### src/rtl/wb_pkg.sv
// Shared definitions for the write-back stage: source selects, load types,
// FSM state encoding and the byte-offset width helper.
package wb_pkg;

    // Write-back source select; 2'b11 falls back to the ALU result.
    localparam logic [1:0] WB_ALU = 2'b00;
    localparam logic [1:0] WB_MEM = 2'b01;
    localparam logic [1:0] WB_PC4 = 2'b10;

    // Load type encodings carried in funct3.
    localparam logic [2:0] F3_LB  = 3'b000;
    localparam logic [2:0] F3_LH  = 3'b001;
    localparam logic [2:0] F3_LW  = 3'b010;
    localparam logic [2:0] F3_LD  = 3'b011;
    localparam logic [2:0] F3_LBU = 3'b100;
    localparam logic [2:0] F3_LHU = 3'b101;
    localparam logic [2:0] F3_LWU = 3'b110;

    typedef enum logic [1:0] {
        ST_IDLE   = 2'd0,
        ST_WAIT   = 2'd1,
        ST_COMMIT = 2'd2
    } wb_state_t;

    // Width of the byte offset inside one XLEN-wide memory word.
    function automatic int off_width(input int xlen);
        return $clog2(xlen / 8);
    endfunction

endpackage

### src/rtl/load_extend.sv
// Extracts a byte, halfword or word from a memory read word at a given byte
// offset and sign- or zero-extends it to the full datapath width.
module load_extend
    import wb_pkg::*;
#(
    parameter int XLEN = 32
) (
    input  logic [XLEN-1:0]              word,
    input  logic [2:0]                   funct3,
    input  logic [off_width(XLEN)-1:0]   offset,
    output logic [XLEN-1:0]              value
);

    localparam int OFF_W = off_width(XLEN);

    logic [OFF_W-1:0] off_half;
    logic [OFF_W-1:0] off_word;
    logic [7:0]       byte_v;
    logic [15:0]      half_v;
    logic [31:0]      word_v;

    // Round the offset down to the access size and pick the addressed lanes.
    always_comb begin
        off_half = offset & ~OFF_W'(1);
        off_word = offset & ~OFF_W'(3);
        byte_v   = word[{offset, 3'b000} +: 8];
        half_v   = word[{off_half, 3'b000} +: 16];
        word_v   = word[{off_word, 3'b000} +: 32];
    end

    // Extend the selected lane according to the load type; LD and unknown
    // codes pass the whole word through.
    always_comb begin
        value = word;
        case (funct3)
            F3_LB: begin
                value      = {XLEN{byte_v[7]}};
                value[7:0] = byte_v;
            end
            F3_LBU: begin
                value      = '0;
                value[7:0] = byte_v;
            end
            F3_LH: begin
                value       = {XLEN{half_v[15]}};
                value[15:0] = half_v;
            end
            F3_LHU: begin
                value       = '0;
                value[15:0] = half_v;
            end
            F3_LW: begin
                value       = {XLEN{word_v[31]}};
                value[31:0] = word_v;
            end
            F3_LWU: begin
                value       = '0;
                value[31:0] = word_v;
            end
            F3_LD: begin
                value = word;
            end
            default: begin
                value = word;
            end
        endcase
    end

endmodule

### src/rtl/writeback_unit.sv
// Write-back stage: registers the MEM-stage bundle, waits for late load data
// with a bounded stall, supports flush, and counts retired instructions.
module writeback_unit
    import wb_pkg::*;
#(
    parameter int XLEN       = 32,
    parameter int REG_ADDR_W = 5,
    parameter int WAIT_LIMIT = 16,
    parameter int CNT_W      = 64
) (
    input  logic                        clk,
    input  logic                        rst,
    input  logic                        in_valid,
    input  logic                        flush,
    input  logic                        mem_done,
    input  logic [XLEN-1:0]             data_mem,
    input  logic [XLEN-1:0]             result_alu,
    input  logic [XLEN-1:0]             pc_plus4,
    input  logic [1:0]                  in_WbSel,
    input  logic                        in_RegWrite,
    input  logic [REG_ADDR_W-1:0]       in_RegDest,
    input  logic                        in_PCSrc,
    input  logic [2:0]                  in_funct3,
    input  logic [off_width(XLEN)-1:0]  in_addr_lo,
    output logic                        stall_req,
    output logic                        out_valid,
    output logic [XLEN-1:0]             data_wb,
    output logic                        out_RegWrite,
    output logic [REG_ADDR_W-1:0]       out_RegDest,
    output logic                        out_PCSrc,
    output logic                        err_timeout,
    output logic [CNT_W-1:0]            instret
);

    localparam int OFF_W  = off_width(XLEN);
    // The counter only needs to reach WAIT_LIMIT-1; the timeout fires there.
    localparam int WCNT_W = (WAIT_LIMIT < 2) ? 1 : $clog2(WAIT_LIMIT);

    wb_state_t state;
    wb_state_t state_next;

    logic [1:0]            held_wbsel;
    logic                  held_regwrite;
    logic [REG_ADDR_W-1:0] held_regdest;
    logic                  held_pcsrc;
    logic [2:0]            held_funct3;
    logic [OFF_W-1:0]      held_addr_lo;
    logic [XLEN-1:0]       held_alu;
    logic [XLEN-1:0]       held_pc4;
    logic [XLEN-1:0]       held_mem;

    logic [WCNT_W-1:0]     wait_cnt;
    logic [CNT_W-1:0]      instret_q;
    logic                  err_q;

    logic                  can_capture;
    logic                  capture_is_load;
    logic                  timeout_hit;
    logic                  drop_load;
    logic                  latch_mem;
    logic [XLEN-1:0]       load_val;

    // Decode the capture and late-data conditions used by the FSM and registers.
    always_comb begin
        can_capture     = (state != ST_WAIT) && in_valid && !flush;
        capture_is_load = (in_WbSel == WB_MEM);
        timeout_hit     = (WAIT_LIMIT != 0) && (wait_cnt == WCNT_W'(WAIT_LIMIT - 1));
        latch_mem       = (can_capture && capture_is_load && mem_done)
                       || ((state == ST_WAIT) && mem_done && !flush);
    end

    // Next-state logic: flush beats both capture and a late mem_done.
    always_comb begin
        state_next = state;
        drop_load  = 1'b0;
        case (state)
            ST_IDLE, ST_COMMIT: begin
                if (can_capture) begin
                    if (capture_is_load && !mem_done) begin
                        state_next = ST_WAIT;
                    end else begin
                        state_next = ST_COMMIT;
                    end
                end else begin
                    state_next = ST_IDLE;
                end
            end
            ST_WAIT: begin
                if (flush) begin
                    state_next = ST_IDLE;
                end else if (mem_done) begin
                    state_next = ST_COMMIT;
                end else if (timeout_hit) begin
                    state_next = ST_IDLE;
                    drop_load  = 1'b1;
                end else begin
                    state_next = ST_WAIT;
                end
            end
            default: begin
                state_next = ST_IDLE;
            end
        endcase
    end

    // State register; reset returns to IDLE at once, even in the middle of a wait.
    always_ff @(posedge clk or posedge rst) begin
        if (rst) begin
            state <= ST_IDLE;
        end else begin
            state <= state_next;
        end
    end

    // Hold the instruction bundle for the cycle(s) until it commits.
    always_ff @(posedge clk or posedge rst) begin
        if (rst) begin
            held_wbsel    <= WB_ALU;
            held_regwrite <= 1'b0;
            held_regdest  <= '0;
            held_pcsrc    <= 1'b0;
            held_funct3   <= '0;
            held_addr_lo  <= '0;
            held_alu      <= '0;
            held_pc4      <= '0;
        end else if (can_capture) begin
            held_wbsel    <= in_WbSel;
            held_regwrite <= in_RegWrite;
            held_regdest  <= in_RegDest;
            held_pcsrc    <= in_PCSrc;
            held_funct3   <= in_funct3;
            held_addr_lo  <= in_addr_lo;
            held_alu      <= result_alu;
            held_pc4      <= pc_plus4;
        end
    end

    // Latch the raw load word when it arrives, in the capture cycle or during WAIT.
    always_ff @(posedge clk or posedge rst) begin
        if (rst) begin
            held_mem <= '0;
        end else if (latch_mem) begin
            held_mem <= data_mem;
        end
    end

    // Count cycles spent in WAIT; cleared whenever the FSM is elsewhere.
    always_ff @(posedge clk or posedge rst) begin
        if (rst) begin
            wait_cnt <= '0;
        end else if (state == ST_WAIT) begin
            wait_cnt <= wait_cnt + WCNT_W'(1);
        end else begin
            wait_cnt <= '0;
        end
    end

    // Retired-instruction counter, advancing once per commit cycle.
    always_ff @(posedge clk or posedge rst) begin
        if (rst) begin
            instret_q <= '0;
        end else if (state == ST_COMMIT) begin
            instret_q <= instret_q + CNT_W'(1);
        end
    end

    // Timeout pulse is raised for the cycle right after the load is dropped.
    always_ff @(posedge clk or posedge rst) begin
        if (rst) begin
            err_q <= 1'b0;
        end else begin
            err_q <= drop_load;
        end
    end

    load_extend #(
        .XLEN(XLEN)
    ) u_load_extend (
        .word   (held_mem),
        .funct3 (held_funct3),
        .offset (held_addr_lo),
        .value  (load_val)
    );

    // Drive the register-file side from the held bundle only while committing.
    always_comb begin
        stall_req    = (state == ST_WAIT);
        out_valid    = 1'b0;
        out_RegWrite = 1'b0;
        out_RegDest  = '0;
        out_PCSrc    = 1'b0;
        data_wb      = '0;
        err_timeout  = err_q;
        if (state == ST_COMMIT) begin
            out_valid    = 1'b1;
            out_RegWrite = held_regwrite && (held_regdest != '0);
            out_RegDest  = held_regdest;
            out_PCSrc    = held_pcsrc;
            case (held_wbsel)
                WB_ALU:  data_wb = held_alu;
                WB_MEM:  data_wb = load_val;
                WB_PC4:  data_wb = held_pc4;
                default: data_wb = held_alu;
            endcase
        end
    end

    // The visible count already includes the instruction committing this cycle.
    assign instret = instret_q + CNT_W'(state == ST_COMMIT);

endmodule

### config.mk
export PLATFORM = sky130hd
export DESIGN_NAME = writeback_unit
export DESIGN_NICKNAME = d
export VERILOG_FILES = /design/src/rtl/wb_pkg.sv /design/src/rtl/load_extend.sv /design/src/rtl/writeback_unit.sv
export SDC_FILE = /design/constraint.sdc
export NUM_CORES = 1
export LEC_CHECK = 0
export CAP_MARGIN = 40
export CORE_AREA = 2 2 165 183
export DETAILED_ROUTE_END_ITERATION = 6
export DIE_AREA = 0 0 167 185
export PLACE_DENSITY = 0.63
export SLEW_MARGIN = 5
export SYNTH_ARGS = -nofsm -noshare
export SYNTH_HDL_FRONTEND = slang
export SYNTH_SLANG_ARGS = --single-unit
### constraint.sdc
create_clock -name clk -period 12.6 [get_ports clk]
set_input_delay 2.52 -clock clk [delete_from_list [all_inputs] [get_ports clk]]
set_output_delay 2.52 -clock clk [all_outputs]
set_load 0.005 [all_outputs]
==> metrics <==
period utilization 0.490; critical path's slowest cell nor3_2; DIE AREA 30,900 µm²; status finished, final reports clean; largest net degree at the start of global routing 79; Hold Crit Class reg -> reg; end-of-flow core utilization 0.439; I/O Buffers 220; MaxCap Viol Count 0; delay-heaviest family, CP simple AND/OR/NAND/NOR gates; CTS tree yes; global-route wire length before repair 46,400 µm; Seq/Total Area, Yosys 0.466; CTS max path bufs 2; post-route setup TNS 0 ns; Overflow after GRT 0; commonest non-fill, non-tap cell in the layout clkdlybuf4s50_1; DRC 0; Power, Total between 1500 and 2000 µW; ys async rst share 1.00; Internal approximately 1100 µW; top_reg_cell synth dfrtp_1; number of diodes 0; Peak Freq between 150 and 200 MHz; maximum fanout along the worst path 10; EDFF count, synth 0; final hold vios 0; CTS resizes 0; gpl congestion ~0.89; maximum VDD drop 0.0000760 V; Finished Cell Area 12,800 µm²; mux cell area share after synthesis 0.0987; dpl hpwl 21,700 µm; setup bufs post-CTS 0; WHS 0.467 ns; R2R setup slack 10.04 ns; global-route usage over all layers 0.192; flops & latches, synth 181; number of global-route vias before repair 8,257; switching share of power 0.297; 1st-iter DRT viols 692; P_sw around 470 µW; vias per cell 5.26; Combinational Power Share 0.205; ANT nets after route 0; area leader, netlist dfrtp_1; CP required 10.08 ns; Rel. slew slack 0.395; Buf+Inv Stages, Crit Path 2; Root Buffer clkbuf_16; Yosys cell types 48; Starting Density 0.333; DRT Wirelength around 30,000 µm; num ports 221; syn_nets around 1.1k; startpoint types register; Clk pwr share 0.335; Final setup violation count 0; clk sinks 181; clock latency at the later pin of the worst-skew pair around 0.44 ns; Final min period 6.17 ns; Seq pwr share 0.460; Pleak around 0.0054 µW; CTS Buf Count 17; synth top area cells dfrtp_1 47%, mux2_2 8.9%, xor2_1 7.3%; Yosys top cell area share 0.466; clock transition at the registers of the reported paths approximately 0.070 ns; worst path arrival time about 3.7 ns; RSZ-0062 raised after global routing no; clk_skew 0.0113 ns; Synth Area in Adders 0.00772; Mapped Avg Cell Area 10.1 µm²; die width roughly 170 µm; Max Transition Viols Final 0; commonest non-fill, non-tap cells in the layout 220 x clkdlybuf4s50_1, 181 x dfrtp_1, 87 x nand2_1; Mapped Cells 965; Die Ht 185 µm; core area 29,200 µm²; largest family of logic cells by synthesized area simple AND/OR/NAND/NOR gates; Post-Synthesis Cell Area a little under 10,000 µm²; initial antenna violation count 1; DP Area 12,200 µm²; Simple-Gate Fraction of Synth Area 0.173; cts hold-fix bufs 0; YS warnings 0; Pre-antenna DRT Iters 5; WS Path Type reg -> out; critical path's largest stage delay 0.56 ns; measured slew at the worst slew-check pin 0.900 ns; per-cell routed wire length around 19 µm; layout net count 1,265; power per cell area between 100 and 150 nW/µm²; area grow syn2layout 31.5%; share of cells above drive strength 1 0.117; endpoint type of the worst setup path output pin; CP cell instances nand2b_1, inv_1, ha_1, nand3_1, nor3_2, nand4_1, nor3_1, xor2_1, clkdlybuf4s50_1; vias slightly above 8k; post-synthesis xor/xnor area fraction 0.114; # H-tree levels 4; row count 66; Synth Area in Compound Gates 0.0947
[layer usage]
layer  vias up  wire length (µm)  global-route usage
met5         -                 9                   0
met4         2               918              0.0752
met3        49              2130              0.0500
met2       318             14000               0.319
met1      3934             12100               0.240
li1       3753                 -                   -
[metrics by stage]
stage	cells	worst slack [ns]
floorplan	965	5.16
global placement	1498	6.96
detailed placement	1499	6.88
CTS	1531	6.40
global route	1531	6.12
finish	1531	6.43
[final cells by class]
class                           count  area [µm²]
Clock buffer                       20         447
Clock inverter                     12         124
Fill cell                        2796       16400
Inverter                           40         155
Multi-Input combinational cell    674        4760
Sequential cell                   181        4530
Tap cell                          374         468
Timing Repair Buffer              230        2300
[power groups by stage]
stage          Clock [µW]  Sequential, µW  Combinational [µW]
6_report              528             724                 323
5_1_grt               566             733                 354
4_1_cts               542             724                 326
3_5_place_dp            0             735                 323
3_3_place_gp            0             734                 318
2_1_floorplan           0             694                 203
[worst paths after layout]
check | startpoint | end | depth (start not counted)
max in group asynchronous | rst | instret_q[49]$_DFFE_PP0N_ | 3
setup / recovery | state[0]$_DFF_PP0_ | instret[57] | 9
hold reg to reg | wait_cnt[0]$_DFF_PP0_ | wait_cnt[0]$_DFF_PP0_ | 1
hold / removal | wait_cnt[0]$_DFF_PP0_ | wait_cnt[0]$_DFF_PP0_ | 1
min in group asynchronous | rst | instret_q[43]$_DFFE_PP0N_ | 2
setup reg to reg | instret_q[20]$_DFFE_PP0N_ | instret_q[52]$_DFFE_PP0N_ | 5
[flip-flops by register name (all words and copies together), names as in the netlist, 3 cells and up]
name          count
instret_q        64
held_alu         32
held_mem         32
held_pc4         32
held_regdest      5
wait_cnt          4
held_funct3       3
[Yosys cell counts, drive strengths merged (21+ instances only)]
master and number:
nand2 88, nand4 46, xor2 81, xnor2 46, nand3 23, mux2 77
dfrtp 181, nor2 57, buf 21, nor3 41, a22oi 24, a221oi 30
clkbuf 49, inv 40, o21ai 39
[cells by family after synthesis]
family          count (synthesis)
fa+ha+maj                       6
simple gates                  324
xor+xnor                      127
buf+inv                       110
compound gates                132
flops                         181
mux                            85
No activity file was read; power rests on OpenSTA's default activity.
==> variant 1, RTL diff (same settings) <==
Put a register stage on the output `err_timeout`, cleared by the reset. The value now appears one clock later. The other outputs are not delayed to match.
--- a/src/rtl/writeback_unit.sv
+++ b/src/rtl/writeback_unit.sv
@@ -37,4 +37,6 @@
     localparam int WCNT_W = (WAIT_LIMIT < 2) ? 1 : $clog2(WAIT_LIMIT);
 
+    logic err_timeout_d;
+
     wb_state_t state;
     wb_state_t state_next;
@@ -191,5 +193,5 @@
         out_PCSrc    = 1'b0;
         data_wb      = '0;
-        err_timeout  = err_q;
+        err_timeout_d = err_q;
         if (state == ST_COMMIT) begin
             out_valid    = 1'b1;
@@ -209,4 +211,12 @@
     assign instret = instret_q + CNT_W'(state == ST_COMMIT);
 
+    always_ff @(posedge clk or posedge rst) begin
+        if (rst) begin
+            err_timeout <= '0;
+        end else begin
+            err_timeout <= err_timeout_d;
+        end
+    end
+
 endmodule
 
Formal check against the unedited RTL: same outputs for any inputs over 4 cycles, from zero or initial values and one cycle with rst high; that may be too few to reach the edited logic, so the function may still have changed.
==> variant 1 against the unedited design <==
  * Cell area up 0.47%
  * Total power up 1.3%
  * Non-clock buffer count unchanged
  * Setup slack worse by 0.38 ns
  * Routed wire length down 1.3%
  * Sequential share of layout area about the same
  * Synthesized area up 0.26%
  * Sequential cell count up 1
  * Die area unchanged
  * First-iteration DRC count down 14%
  * Critical path type unchanged
  * Largest cell class unchanged
  * Highest routed layer is now met4
==> variant 1: results (changes against the unedited design) <==
Seq/Total Area, Yosys: 46.7% (was 46.6%)
ys async rst share: 100% (unchanged)
status: finished, final reports clean (unchanged)
largest family of logic cells by synthesized area: simple AND/OR/NAND/NOR gates (unchanged)
Lkg Pwr: 5.43 nW (was 5.40 nW)
endpoints failing setup: 0 (unchanged)
Root Driver: clkbuf_16 (unchanged)
Worst Hold Launch: err_q (was wait_cnt[0])
HPWL after detailed placement: 21,400 um (was 21,700 um)
Setup crit end: instret[48] (was instret[57])
largest net degree at the start of global routing: 83 (was 79)
DR vias/cell: 5.21 (was 5.26)
reg-to-reg slack, setup: 10.07 ns (was 10.04 ns)
Worst VDD drop: 67.9 uV (was 76.0 uV)
Buffers on Ports: 220 (unchanged)
top cells by count, synth: dfrtp_1, nand2_1, xor2_1 (unchanged)
syn_nets: 1,087 (was 1,086)
slowest stage delay, CP: 0.53 ns (was 0.56 ns)
post-CTS setup buffers: 0 (unchanged)
dpl cells: 1,500 (was 1,499)
min-delay worst type: flop to flop (unchanged)
Period minus WS final: 6.55 ns (was 6.17 ns)
final non-filler cell total: 1,534 (was 1,531)
multiplexer share of the synthesized area: 9.85% (was 9.87%)
GPL Wtd Cong: 0.864 (was 0.886)
Total Routed Length: 28,900 um (was 29,200 um)
TritonRoute pass-1 iters: 7 (was 5)
Top delay family on crit path: simple AND/OR/NAND/NOR gates (unchanged)
Hold Path Sink: err_timeout (was wait_cnt[0])
Main synth FF type: dfrtp_1 (unchanged)
antenna violations before repair: 1 (unchanged)
Synth Area in Compound Gates: 9.45% (was 9.47%)
CTS Buffer Depth: 2 (unchanged)
vias in the first global route: 8,085 (was 8,257)
Total GRT Usage: 18.8% (was 19.2%)
CP Max Fanout: 38 (was 10)
fin nets: 1,266 (was 1,265)
worst-skew pair later-pin latency: 0.44 ns (about the same)
Hold WS: 0.413 ns (was 0.467 ns)
arrival time worst endpoint: 4.03 ns (was 3.65 ns)
Syn Area/Cell: 10.1 um2 (about the same)
area post-placement: 0.0122 mm2 (about the same)
worst r2r src: state[1] (was instret_q[20])
Yosys warnings: 0 (unchanged)
top cells by area, synth: dfrtp_1, mux2_2, xor2_1, xnor2_1, nand2_1 (unchanged)
Reg2Reg Depth: 6 (was 5)
share of layout cells above drive strength 1: 11.8% (was 11.7%)
Num CTS Buffers: 17 (unchanged)
first-pass GRT wire length: 45,100 um (was 46,400 um)
adder-cell share of the synthesized area: 0.770% (was 0.772%)
hold depth: 0 (was 1)
fraction of synthesized cell area in xor and xnor cells: 11.4% (about the same)
RR Endpoint: held_pc4[21] (was instret_q[52])
Layout Skew: 0.0185 ns (was 0.0113 ns)
Starting DRT DRC Count: 594 (was 692)
dpl ws: 6.52 ns (was 6.88 ns)
max reg flops: 64 (unchanged)
largest reg by FF count: instret_q (unchanged)
Crit-path slowest cell: clkdlybuf4s50_1 (was nor3_2)
Slew headroom: 35.5% (was 39.5%)
## variant 1: routing by layer
| layer | GRT usage [%] | part of all wire (%) | vias up |
|---|---|---|---|
| met1 | 23.5 | 42 | 3887 |
| li1 | - | - | 3770 |
| met5 | 0 | 0 | - |
| met4 | 6.83 | 2.2 | 0 |
| met2 | 31.6 | 48 | 295 |
| met3 | 4.72 | 7.3 | 38 |
## variant 1: layout make-up
| type | instances | area [um2] |
|---|---|---|
| antenna | 2 | 5.00 |
| clock buffer | 17 | 425 |
| clock inverter | 15 | 183 |
| fill | 2790 | 16300 |
| inverter | 40 | 155 |
| multi-input combinational | 674 | 4760 |
| sequential | 182 | 4550 |
| tap | 374 | 468 |
| timing repair buffer | 230 | 2290 |
## variant 1: power breakdown
group	switching, mW	internal, mW
clock network	0.278	0.269
logic	0.149	0.173
registers	0.0709	0.656
total	0.498	1.10
==> variant 2, RTL diff (config.mk and constraints unchanged) <==
Without the edit above. `WAIT_LIMIT`: 16 -> 8.
--- a/src/rtl/writeback_unit.sv
+++ b/src/rtl/writeback_unit.sv
@@ -6,5 +6,5 @@
     parameter int XLEN       = 32,
     parameter int REG_ADDR_W = 5,
-    parameter int WAIT_LIMIT = 16,
+    parameter int WAIT_LIMIT = 8,
     parameter int CNT_W      = 64
 ) (
Check against the original RTL: same outputs for any inputs over 4 cycles, from zero or initial values and one cycle with rst high; that may be too few to reach the edited logic, so the function may still have changed.
==> variant 2 against the unedited design <==
  * Sequential cell count down 1
  * Setup slack worse by 0.80 ns
  * Cell area up 1.8%
  * Synthesized area up 1.4%
  * Critical endpoint is now instret[58]
  * Maximum frequency down 12%
  * Global-route usage up 0.34 points
  * Total power up 1.1%
  * Largest cell class unchanged
  * Routed wire length up 2.4%
==> variant 2: results (changes against the unedited design) <==
top cells by area, synth: dfrtp_1, mux2_2, xnor2_1, xor2_1, nand2_1 (was dfrtp_1, mux2_2, xor2_1, xnor2_1, nand2_1)
clk slew on worst S/H paths: 0.07 ns (about the same)
Total GRT Usage: 19.6% (was 19.2%)
Num CTS Buffers: 17 (unchanged)
post-cts resize count: 0 (unchanged)
GPL Wtd Cong: 0.908 (was 0.886)
DR vias/cell: 5.30 (was 5.26)
Total Routed Length: 29,900 um (was 29,200 um)
Filler cells: 2,763 (was 2,796)
final hold vios: 0 (unchanged)
CP Max Fanout: 34 (was 10)
ys async rst share: 100% (unchanged)
CTS Buffer Depth: 2 (unchanged)
Worst VDD drop: 79.2 uV (was 76.0 uV)
TritonRoute pass-1 iters: 5 (unchanged)
post-CTS setup buffers: 0 (unchanged)
Yosys warnings: 0 (unchanged)
fin nets: 1,282 (was 1,265)
largest net degree at the start of global routing: 70 (was 79)
max reg flops: 64 (unchanged)
Lkg Pwr: 5.27 nW (was 5.40 nW)
Slew headroom: 44.5% (was 39.5%)
largest reg by FF count: instret_q (unchanged)
dpl ws: 6.10 ns (was 6.88 ns)
share of layout cells above drive strength 1: 12.6% (was 11.7%)
first-pass GRT wire length: 47,400 um (was 46,400 um)
arrival time worst endpoint: 4.45 ns (was 3.65 ns)
Yosys cell types: 52 (was 48)
Starting DRT DRC Count: 505 (was 692)
HPWL after detailed placement: 22,300 um (was 21,700 um)
min-delay worst type: flop to flop (unchanged)
top cells by count, synth: dfrtp_1, nand2_1, mux2_2 (was dfrtp_1, nand2_1, xor2_1)
H-Tree Depth: 4 (unchanged)
Root Driver: clkbuf_16 (unchanged)
EDFF count, synth: 0 (unchanged)
Buffers on Ports: 220 (unchanged)
syn_nets: 1,095 (was 1,086)
Layout Skew: 0.00902 ns (was 0.0113 ns)
worst-skew pair later-pin latency: 0.44 ns (about the same)
Seq/Total Area, Yosys: 45.7% (was 46.6%)
status: finished, final reports clean (unchanged)
vias in the first global route: 8,326 (was 8,257)
antenna violations before repair: 3 (was 1)
## variant 2: layout make-up
cell class	instances	area share [%]
antenna	1	0.0192
clock buffer	18	3.38
clock inverter	14	1.28
inverter	44	1.31
multi-input combinational	685	37.9
sequential	180	34.6
tap	374	3.60
timing repair buffer	232	17.9
## variant 2: path summary, 6_finish.rpt
kind	cells past startpoint	end	from	slack [ns]
hold / removal	1	wait_cnt[0]	wait_cnt[0]	0.46
hold reg to reg	1	wait_cnt[0]	wait_cnt[0]	0.46
setup reg to reg	6	instret_q[52]	instret_q[1]	10.05
setup / recovery	11	instret[58]	state[0]	5.63
max in group asynchronous	5	held_pc4[23]	rst	8.32
min in group asynchronous	2	held_pc4[1]	rst	2.51
## variant 2: cells by family after synthesis
kind of cell             Yosys count  share of synthesized area (%)
AO/OA/AOI/OAI                    130                           9.23
XOR/XNOR                         125                           11.1
flip-flops                       180                           45.7
AND/OR/NAND/NOR                  337                           18.8
adder cells (fa/ha/maj)            7                          0.889
buffers and inverters            108                           4.42
multiplexers                      86                           9.86
## variant 2: metal layers
metal,share of wire [%],up-vias,global-route usage [%],wire length [um]
li1,-,3830,-,-
met1,41,3936,23.8,12200
met2,47,381,32.3,14100
met3,9.3,58,6.50,2790
met4,3.0,2,7.59,905
met5,0.043,-,0,13
## variant 2: report_power, final
group	switching [mW]	total (mW)	internal, mW
Combinational	0.147	0.315	0.168
Clock	0.253	0.558	0.304
Sequential	0.0703	0.720	0.650
Total	0.470	1.59	1.12
## variant 2: stage by stage
step	cell area [um2]	utilization, %	power, mW	hold WS [ns]	cells
floorplan	9850	-	0.889	0.410	973
global placement	12300	42.3	1.04	0.428	1512
detailed placement	12400	42.5	1.05	0.448	1515
CTS	13000	44.6	1.61	0.458	1547
global route	13000	44.6	1.67	0.473	1547
finish	13000	44.6	1.59	0.462	1548
## variant 2: critical path, stage by stage (launching register included)
cell and delay (ns):
dfrtp_1 0.42, nand2b_1 0.16, buf_4 0.27, inv_1 0.37
ha_1 0.31, ha_1 0.24, nand3_1 0.30, nor4_1 0.55
nand3_1 0.39, nor3_1 0.31, xor2_1 0.18, clkdlybuf4s50_1 0.51
